**src/rtl/lrn_pkg.sv**
```systemverilog
// Shared definitions for the LRN square-sum feeder: FSM state encoding,
// width helpers and the overflow policy applied to squares and sums.
// Optional feature macro: LRN_SQSUM_SAT_EN (saturate instead of wrap).
package lrn_pkg;

  typedef enum logic [1:0] {
    IDLE  = 2'd0,
    LOAD  = 2'd1,
    DRAIN = 2'd2
  } state_t;

`ifdef LRN_SQSUM_SAT_EN
  localparam bit SAT_EN = 1'b1;
`else
  localparam bit SAT_EN = 1'b0;
`endif

  // Ceiling log2, usable in constant expressions.
  function automatic int clog2(input int value);
    int r;
    r = 0;
    while ((1 << r) < value) r++;
    return r;
  endfunction

  // Running-sum width: wide enough for LRN_SIZE full-scale squares.
  function automatic int sum_width(input int op_width, input int lrn_size);
    return op_width + clog2(lrn_size);
  endfunction

  // Reduce an unsigned value to w bits: all-ones on overflow when
  // saturation is enabled, otherwise keep the low w bits.
  function automatic logic [63:0] fit_width(input logic [63:0] value, input int w);
    logic [63:0] mask;
    logic [63:0] result;
    mask = (64'd1 << w) - 64'd1;
    if (SAT_EN && ((value & ~mask) != 64'd0)) result = mask;
    else result = value & mask;
    return result;
  endfunction

endpackage

```
**src/rtl/lrn_square_sum_if.sv**
```systemverilog
// Control, input stream and result signals of the LRN square-sum feeder.
// The master side starts passes and feeds vectors; the slave is the block.
interface lrn_square_sum_if #(
  parameter int DATA_WIDTH = 64,
  parameter int CH_WIDTH   = 10
);
  logic                  start;
  logic [CH_WIDTH-1:0]   num_channels;
  logic                  in_valid;
  logic                  in_ready;
  logic [DATA_WIDTH-1:0] data_in;
  logic [DATA_WIDTH-1:0] square_sum;
  logic [DATA_WIDTH-1:0] lrn_center;
  logic                  out_valid;
  logic                  busy;
  logic                  done;

  modport master (
    output start, num_channels, in_valid, data_in,
    input  in_ready, square_sum, lrn_center, out_valid, busy, done
  );

  modport slave (
    input  start, num_channels, in_valid, data_in,
    output in_ready, square_sum, lrn_center, out_valid, busy, done
  );
endinterface

```
**src/rtl/lrn_sqsum_lane.sv**
```systemverilog
// One lane of the LRN square-sum: squares the incoming activation, keeps
// the last LRN_SIZE squares plus a HALF-deep raw delay line, and maintains
// an exact running window sum. Results register only on emit ticks.
module lrn_sqsum_lane
  import lrn_pkg::*;
#(
  parameter int OP_WIDTH  = 16,
  parameter int LRN_SIZE  = 5,
  parameter int FRAC_BITS = 8
) (
  input  logic                clk,
  input  logic                reset,
  input  logic                clear,
  input  logic                tick,
  input  logic                emit,
  input  logic [OP_WIDTH-1:0] x,
  output logic [OP_WIDTH-1:0] square_sum,
  output logic [OP_WIDTH-1:0] lrn_center
);
  localparam int HALF   = LRN_SIZE / 2;
  localparam int SUM_W  = sum_width(OP_WIDTH, LRN_SIZE);
  localparam int PROD_W = 2 * OP_WIDTH;

  logic signed [PROD_W-1:0] prod;
  logic [PROD_W-1:0]        prod_shift;
  logic [OP_WIDTH-1:0]      sq_new;
  logic [SUM_W-1:0]         sum_next;

  logic [OP_WIDTH-1:0] sq_win_reg  [LRN_SIZE];
  logic [OP_WIDTH-1:0] raw_win_reg [HALF];
  logic [SUM_W-1:0]    sum_reg;
  logic [OP_WIDTH-1:0] square_sum_reg;
  logic [OP_WIDTH-1:0] lrn_center_reg;

  // Square is always non-negative, so the shift can be done unsigned.
  assign prod       = PROD_W'(signed'(x)) * PROD_W'(signed'(x));
  assign prod_shift = unsigned'(prod) >> FRAC_BITS;
  assign sq_new     = OP_WIDTH'(fit_width(64'(prod_shift), OP_WIDTH));
  // The oldest square is always part of sum_reg, so this never underflows.
  assign sum_next   = sum_reg + SUM_W'(sq_new) - SUM_W'(sq_win_reg[LRN_SIZE-1]);

  // Window shift, running sum and result capture on each tick.
  always_ff @(posedge clk or negedge reset) begin
    if (!reset) begin
      for (int i = 0; i < LRN_SIZE; i++) sq_win_reg[i] <= '0;
      for (int i = 0; i < HALF; i++) raw_win_reg[i] <= '0;
      sum_reg        <= '0;
      square_sum_reg <= '0;
      lrn_center_reg <= '0;
    end else if (clear) begin
      for (int i = 0; i < LRN_SIZE; i++) sq_win_reg[i] <= '0;
      for (int i = 0; i < HALF; i++) raw_win_reg[i] <= '0;
      sum_reg <= '0;
    end else if (tick) begin
      sq_win_reg[0] <= sq_new;
      for (int i = 1; i < LRN_SIZE; i++) sq_win_reg[i] <= sq_win_reg[i-1];
      raw_win_reg[0] <= x;
      for (int i = 1; i < HALF; i++) raw_win_reg[i] <= raw_win_reg[i-1];
      sum_reg <= sum_next;
      if (emit) begin
        square_sum_reg <= OP_WIDTH'(fit_width(64'(sum_next), OP_WIDTH));
        lrn_center_reg <= raw_win_reg[HALF-1];
      end
    end
  end

  assign square_sum = square_sum_reg;
  assign lrn_center = lrn_center_reg;
endmodule

```
**src/rtl/lrn_square_sum.sv**
```systemverilog
// LRN square-sum feeder: streams NUM_PE-lane channel vectors through a
// centred LRN_SIZE-channel window (zero padded at both ends) and emits the
// per-lane sum of squares with its centre activation as a one-cycle pulse.
// Optional feature macro: LRN_SQSUM_SAT_EN (see lrn_pkg).
module lrn_square_sum
  import lrn_pkg::*;
#(
  parameter int OP_WIDTH   = 16,
  parameter int NUM_PE     = 4,
  parameter int DATA_WIDTH = OP_WIDTH * NUM_PE,
  parameter int LRN_SIZE   = 5,
  parameter int FRAC_BITS  = 8,
  parameter int CH_WIDTH   = 10
) (
  input logic             clk,
  input logic             reset,
  lrn_square_sum_if.slave bus
);
  localparam int HALF = LRN_SIZE / 2;
  localparam logic [CH_WIDTH:0]   HALF_C   = (CH_WIDTH+1)'(HALF);
  localparam logic [CH_WIDTH:0]   TICK_ONE = (CH_WIDTH+1)'(1);
  localparam logic [CH_WIDTH-1:0] CNT_ONE  = CH_WIDTH'(1);

  state_t              state_reg, state_next;
  logic [CH_WIDTH-1:0] n_reg;
  logic [CH_WIDTH-1:0] in_cnt_reg;
  logic [CH_WIDTH:0]   tick_cnt_reg;
  logic                out_valid_reg;
  logic                done_reg;

  logic              clear;
  logic              tick;
  logic              emit;
  logic              last_tick;
  logic              in_ready;
  logic [CH_WIDTH:0] last_idx;

  logic [DATA_WIDTH-1:0] sum_bus;
  logic [DATA_WIDTH-1:0] center_bus;

  // Index of the final tick of a pass: N real channels plus HALF zero pads.
  assign last_idx  = {1'b0, n_reg} + HALF_C - TICK_ONE;
  assign last_tick = (tick_cnt_reg == last_idx);
  assign emit      = tick && (tick_cnt_reg >= HALF_C);

  // FSM state register.
  always_ff @(posedge clk or negedge reset) begin
    if (!reset) state_reg <= IDLE;
    else        state_reg <= state_next;
  end

  // Next state plus tick/clear/ready decode.
  always_comb begin
    state_next = state_reg;
    clear      = 1'b0;
    tick       = 1'b0;
    in_ready   = 1'b0;
    case (state_reg)
      IDLE: begin
        if (bus.start && (bus.num_channels != '0)) begin
          clear      = 1'b1;
          state_next = LOAD;
        end
      end
      LOAD: begin
        in_ready = (in_cnt_reg < n_reg);
        tick     = bus.in_valid && in_ready;
        if (tick && ((in_cnt_reg + CNT_ONE) == n_reg)) state_next = DRAIN;
      end
      DRAIN: begin
        tick = 1'b1;
        if (last_tick) state_next = IDLE;
      end
      default: state_next = IDLE;
    endcase
  end

  // Channel count capture and input/tick counters.
  always_ff @(posedge clk or negedge reset) begin
    if (!reset) begin
      n_reg        <= '0;
      in_cnt_reg   <= '0;
      tick_cnt_reg <= '0;
    end else if (clear) begin
      n_reg        <= bus.num_channels;
      in_cnt_reg   <= '0;
      tick_cnt_reg <= '0;
    end else if (tick) begin
      tick_cnt_reg <= tick_cnt_reg + TICK_ONE;
      if (state_reg == LOAD) in_cnt_reg <= in_cnt_reg + CNT_ONE;
    end
  end

  // Output strobes, one cycle after the producing tick.
  always_ff @(posedge clk or negedge reset) begin
    if (!reset) begin
      out_valid_reg <= 1'b0;
      done_reg      <= 1'b0;
    end else begin
      out_valid_reg <= emit;
      done_reg      <= emit && last_tick;
    end
  end

  generate
    for (genvar gi = 0; gi < NUM_PE; gi++) begin : g_lane
      logic [OP_WIDTH-1:0] lane_x;
      // Zero vectors pad the tail of the window while draining.
      assign lane_x = (state_reg == LOAD) ? bus.data_in[gi*OP_WIDTH +: OP_WIDTH] : '0;

      lrn_sqsum_lane #(
        .OP_WIDTH (OP_WIDTH),
        .LRN_SIZE (LRN_SIZE),
        .FRAC_BITS(FRAC_BITS)
      ) u_lane (
        .clk       (clk),
        .reset     (reset),
        .clear     (clear),
        .tick      (tick),
        .emit      (emit),
        .x         (lane_x),
        .square_sum(sum_bus[gi*OP_WIDTH +: OP_WIDTH]),
        .lrn_center(center_bus[gi*OP_WIDTH +: OP_WIDTH])
      );
    end
  endgenerate

  assign bus.in_ready   = in_ready;
  assign bus.square_sum = sum_bus;
  assign bus.lrn_center = center_bus;
  assign bus.out_valid  = out_valid_reg;
  assign bus.done       = done_reg;
  assign bus.busy       = (state_reg != IDLE);
endmodule

```
**src/flat_wrapper.sv**
```systemverilog
// flat-port wrapper written by rule: the top's interface ports become plain ports
module lrn_square_sum_flat import lrn_pkg::*;
#(
  parameter int OP_WIDTH   = 16,
  parameter int NUM_PE     = 4,
  parameter int DATA_WIDTH = OP_WIDTH * NUM_PE,
  parameter int LRN_SIZE   = 5,
  parameter int FRAC_BITS  = 8,
  parameter int CH_WIDTH   = 10
)
  (clk, reset, bus_start, bus_num_channels, bus_in_valid, bus_data_in, bus_in_ready, bus_square_sum, bus_lrn_center, bus_out_valid, bus_busy, bus_done);
  lrn_square_sum_if #(.DATA_WIDTH(DATA_WIDTH), .CH_WIDTH(CH_WIDTH)) bus_i ();
  input logic clk;
  input logic reset;
  input wire logic [$bits(bus_i.start)-1:0] bus_start;
  input wire logic [$bits(bus_i.num_channels)-1:0] bus_num_channels;
  input wire logic [$bits(bus_i.in_valid)-1:0] bus_in_valid;
  input wire logic [$bits(bus_i.data_in)-1:0] bus_data_in;
  output wire logic [$bits(bus_i.in_ready)-1:0] bus_in_ready;
  output wire logic [$bits(bus_i.square_sum)-1:0] bus_square_sum;
  output wire logic [$bits(bus_i.lrn_center)-1:0] bus_lrn_center;
  output wire logic [$bits(bus_i.out_valid)-1:0] bus_out_valid;
  output wire logic [$bits(bus_i.busy)-1:0] bus_busy;
  output wire logic [$bits(bus_i.done)-1:0] bus_done;
  assign bus_i.start = bus_start;
  assign bus_i.num_channels = bus_num_channels;
  assign bus_i.in_valid = bus_in_valid;
  assign bus_i.data_in = bus_data_in;
  assign bus_in_ready = bus_i.in_ready;
  assign bus_square_sum = bus_i.square_sum;
  assign bus_lrn_center = bus_i.lrn_center;
  assign bus_out_valid = bus_i.out_valid;
  assign bus_busy = bus_i.busy;
  assign bus_done = bus_i.done;
  lrn_square_sum #(.OP_WIDTH(OP_WIDTH), .NUM_PE(NUM_PE), .DATA_WIDTH(DATA_WIDTH), .LRN_SIZE(LRN_SIZE), .FRAC_BITS(FRAC_BITS), .CH_WIDTH(CH_WIDTH)) u_core (.clk(clk), .reset(reset), .bus(bus_i));
endmodule
```
**config.mk**
```make
export PLATFORM = sky130hd
export DESIGN_NAME = lrn_square_sum_flat
export DESIGN_NICKNAME = d
export VERILOG_FILES = /design/src/rtl/lrn_pkg.sv /design/src/rtl/lrn_square_sum_if.sv /design/src/rtl/lrn_sqsum_lane.sv /design/src/rtl/lrn_square_sum.sv /design/src/flat_wrapper.sv
export SDC_FILE = /design/constraint.sdc
export NUM_CORES = 2
export LEC_CHECK = 0
export ABC_AREA = 0
export CAP_MARGIN = 30
export CORE_ASPECT_RATIO = 0.8
export CORE_MARGIN = 2
export CORE_UTILIZATION = 35
export DETAILED_ROUTE_END_ITERATION = 8
export GPL_TIMING_DRIVEN = 0
export SLEW_MARGIN = 20
export SYNTH_ARGS = -nofsm -noshare
export SYNTH_HDL_FRONTEND = slang
export SYNTH_SLANG_ARGS = --single-unit
```
**constraint.sdc**
```tcl
create_clock -name clk -period 14.1 [get_ports clk]
set_input_delay 2.82 -clock clk [delete_from_list [all_inputs] [get_ports clk]]
set_output_delay 2.82 -clock clk [all_outputs]
set_load 0.01 [all_outputs]
```
==> impl_metrics.toml <==
[run_status]
run_status = "complete, no violations"

[final_layout]
design_area_um2 = 64800
ff_latch_area_um2 = 16900
drive_above_1_share = 0.0482
largest_register_ffs = 320
nFillCells = 16100
syn2layout_area_growth_pct = 13.3
fin_cells = 8664
multi_input_area_um2 = 35200
final_nets = 7618

[detailed_routing]
vias = 43600
post_drt_via_cell_ratio = 5.03
route.detailed.drc = 0
firstDrtPassIters = 5
antenna_left = 0
wl_um = 176000
avgRoutedWirePerCell_um = 20.3
drtIter0Drc = 3618

[clock_network]
tritoncts = "done"
clock-sinks = 675
post_cts_buffers = 0
htreeDepth = 3
clock_latency_ns = 0.69
cts_hold_buf = 0
cts_max_path_buffers = 3
cts-root-buf = "clkbuf_16"
cts_resized = 0
clkTransAtPathRegs_ns = 0.07
numCtsBuffers = 72

[critical_path]
slowest_stage = "clkbuf_1"
reg2reg_from = "u_core.state_reg[1]"
path_buf_inv = 13
critPathMostFrequentCell = "fa_1"
rr_endpoint = "u_core.g_lane[1].u_lane.square_sum[15]"
start_kind = "flip-flop"
endpoint_kind = "flip-flop"
worstSetupPathType = "flip-flop to flip-flop"
r2r_cells = 38
cp.arrival_ns = 13.28
ff2ff_setup_slack_ns = 1.36
slowest_delay_ns = 0.71
required_ns = 14.64
path_max_fanout = 10
path_delay_family = "adder cells"

[floorplan]
io_pins = 210
rows = 132
start_util = 0.353
coreArea_um2 = 162000
dieArea_um2 = 167000
die_y_um = 366
fp.dieW_um = 456

[place]
dp_cells = 8523
gp_congestion = 0.911
post-place-ws_ns = 1.34
place_area_um2 = 62300
dp_hpwl_um = 142000
io_buffers = 203

[worst_hold_path]
hold_end = "u_core.g_lane[3].u_lane.lrn_center[11]"
hold_path_depth = 1
worstHoldPathType = "flip-flop to flip-flop"
hp-start = "u_core.g_lane[3].u_lane.lrn_center[11]"

[global_route]
gr-usage-met2 = 0.331
track_usage = 0.214
grt_use_met1 = 0.305
grt_first_pass_wirelength_um = 273000
first_global_vias = 44800
globalRouteOverflowTotal = 0
grt_max_degree = 100
antenna_found_initial = 12
use_met3 = 0.0406
grt_busiest_layer = "met2"

[synth]
ys_async_sr_fraction = 1.00
yosysTopAreaCell = "dfrtp_1"
synthTopCellsByCount = "1253 x nand2_1, 1033 x inv_1, 714 x fa_1"
synth_area_leaders = "dfrtp_1 30%, fa_1 25%, nand2_1 8.2%"
yosys_warnings = 0
synth_edf_count = 0
synth_ff_type = "dfrtp_1"
netlist_instances = 6159
syn_nets = 7319
yosysSeqAreaShare = 0.295
syn_area_um2 = 57200
synth_seq_cells = 675
yosysMostFrequentCell = "nand2_1"
ys_types = 64
avgSynthCellArea_um2 = 9.29
synth.top_cell.area_share = 0.295

[run]
maxCapViolations = 0

[sta]
period_share = 0.903
finalSetupViolations = 0
finalWorstSetupSlack_ns = 1.36
min_period_ns = 12.74
rsz0062_at_grt = "no"
max_freq_mhz = 78.5
tightest_slew_ns = 1.03
skew_ns = 0.0513
maxSlewHeadroom = 0.312
slew_viol_final = 0
finalSetupTns_ns = 0
hold_viol_final = 0
## routing by layer
metal,wire [µm],vias to the layer above
met5,27,-
met4,4640,4
met3,12700,232
met2,78200,1372
met1,80100,22100
li1,-,19900
## stage by stage
step,hold WS [ns],util
floorplan,0.464,-
global placement,0.473,0.382
detailed placement,0.478,0.384
CTS,0.492,0.399
global route,0.509,0.400
finish,0.490,0.400
## final cells by class
type	instances	area share
Sequential cell	675	0.261
Buffer	313	0.0190
Antenna cell	5	0.000193
Inverter	1033	0.0599
Clock buffer	103	0.0317
Multi-Input combinational cell	4138	0.544
Tap cell	2144	0.0414
Clock inverter	28	0.00579
Timing Repair Buffer	225	0.0377
## worst max-delay path by stage
stage	from	end	slack, ns	cells past startpoint
floorplan	bus_data_in[20]	u_core.g_lane[1].u_lane.square_sum[15]	3.61	30
global placement	reset	u_core.g_lane[2].u_lane.lrn_center[10]	-20.95	1
detailed placement	bus_data_in[40]	u_core.g_lane[2].u_lane.sum_reg[15]	1.34	29
CTS	u_core.state_reg[1]	u_core.g_lane[1].u_lane.square_sum[15]	1.37	38
global route	u_core.state_reg[1]	u_core.g_lane[1].u_lane.square_sum[15]	0.99	38
finish	u_core.state_reg[1]	u_core.g_lane[1].u_lane.square_sum[15]	1.36	38
## placed cells by master, fill, tap and decap left out, types with 14 or more instances in the layout
cell type	n
nand2_1	1253
inv_1	1033
fa_1	714
dfrtp_1	675
a21oi_1	592
ha_1	368
clkbuf_1	288
and3_1	220
clkdlybuf4s50_1	202
xnor2_1	172
nor2_1	114
mux2_2	113
nand3_1	85
clkbuf_16	74
o21ai_0	63
and2_1	53
xor2_1	41
nor3_1	36
nand2b_1	33
buf_2	28
a21o_1	23
or3_1	22
o21a_1	20
a211oi_1	19
mux2i_1	16
o211ai_1	14
o31ai_1	14
## cells by family after synthesis
| family | share of synthesized area |
|---|---|
| simple gates | 0.144 |
| xor+xnor | 0.0342 |
| mux | 0.0266 |
| buf+inv | 0.0890 |
| fa+ha+maj | 0.331 |
| compound gates | 0.0804 |
| flops | 0.295 |
## worst reg2reg max path: cells and delay by family, from the launching register on
| kind | cells | cell delay [ns] |
|---|---|---|
| adders and majority gates | 10 | 4.66 |
| buffers and inverters | 13 | 3.83 |
| AOI/OAI and AO/OA | 9 | 2.14 |
| xor gates and xnor gates | 2 | 0.77 |
| and+or+nand+nor | 3 | 0.54 |
| DFF | 1 | 0.40 |
| muxes | 1 | 0.28 |
Power is left out: the tool's default activity adds up to more than one toggle a clock period on the data nets, which glitch-free logic cannot reach.
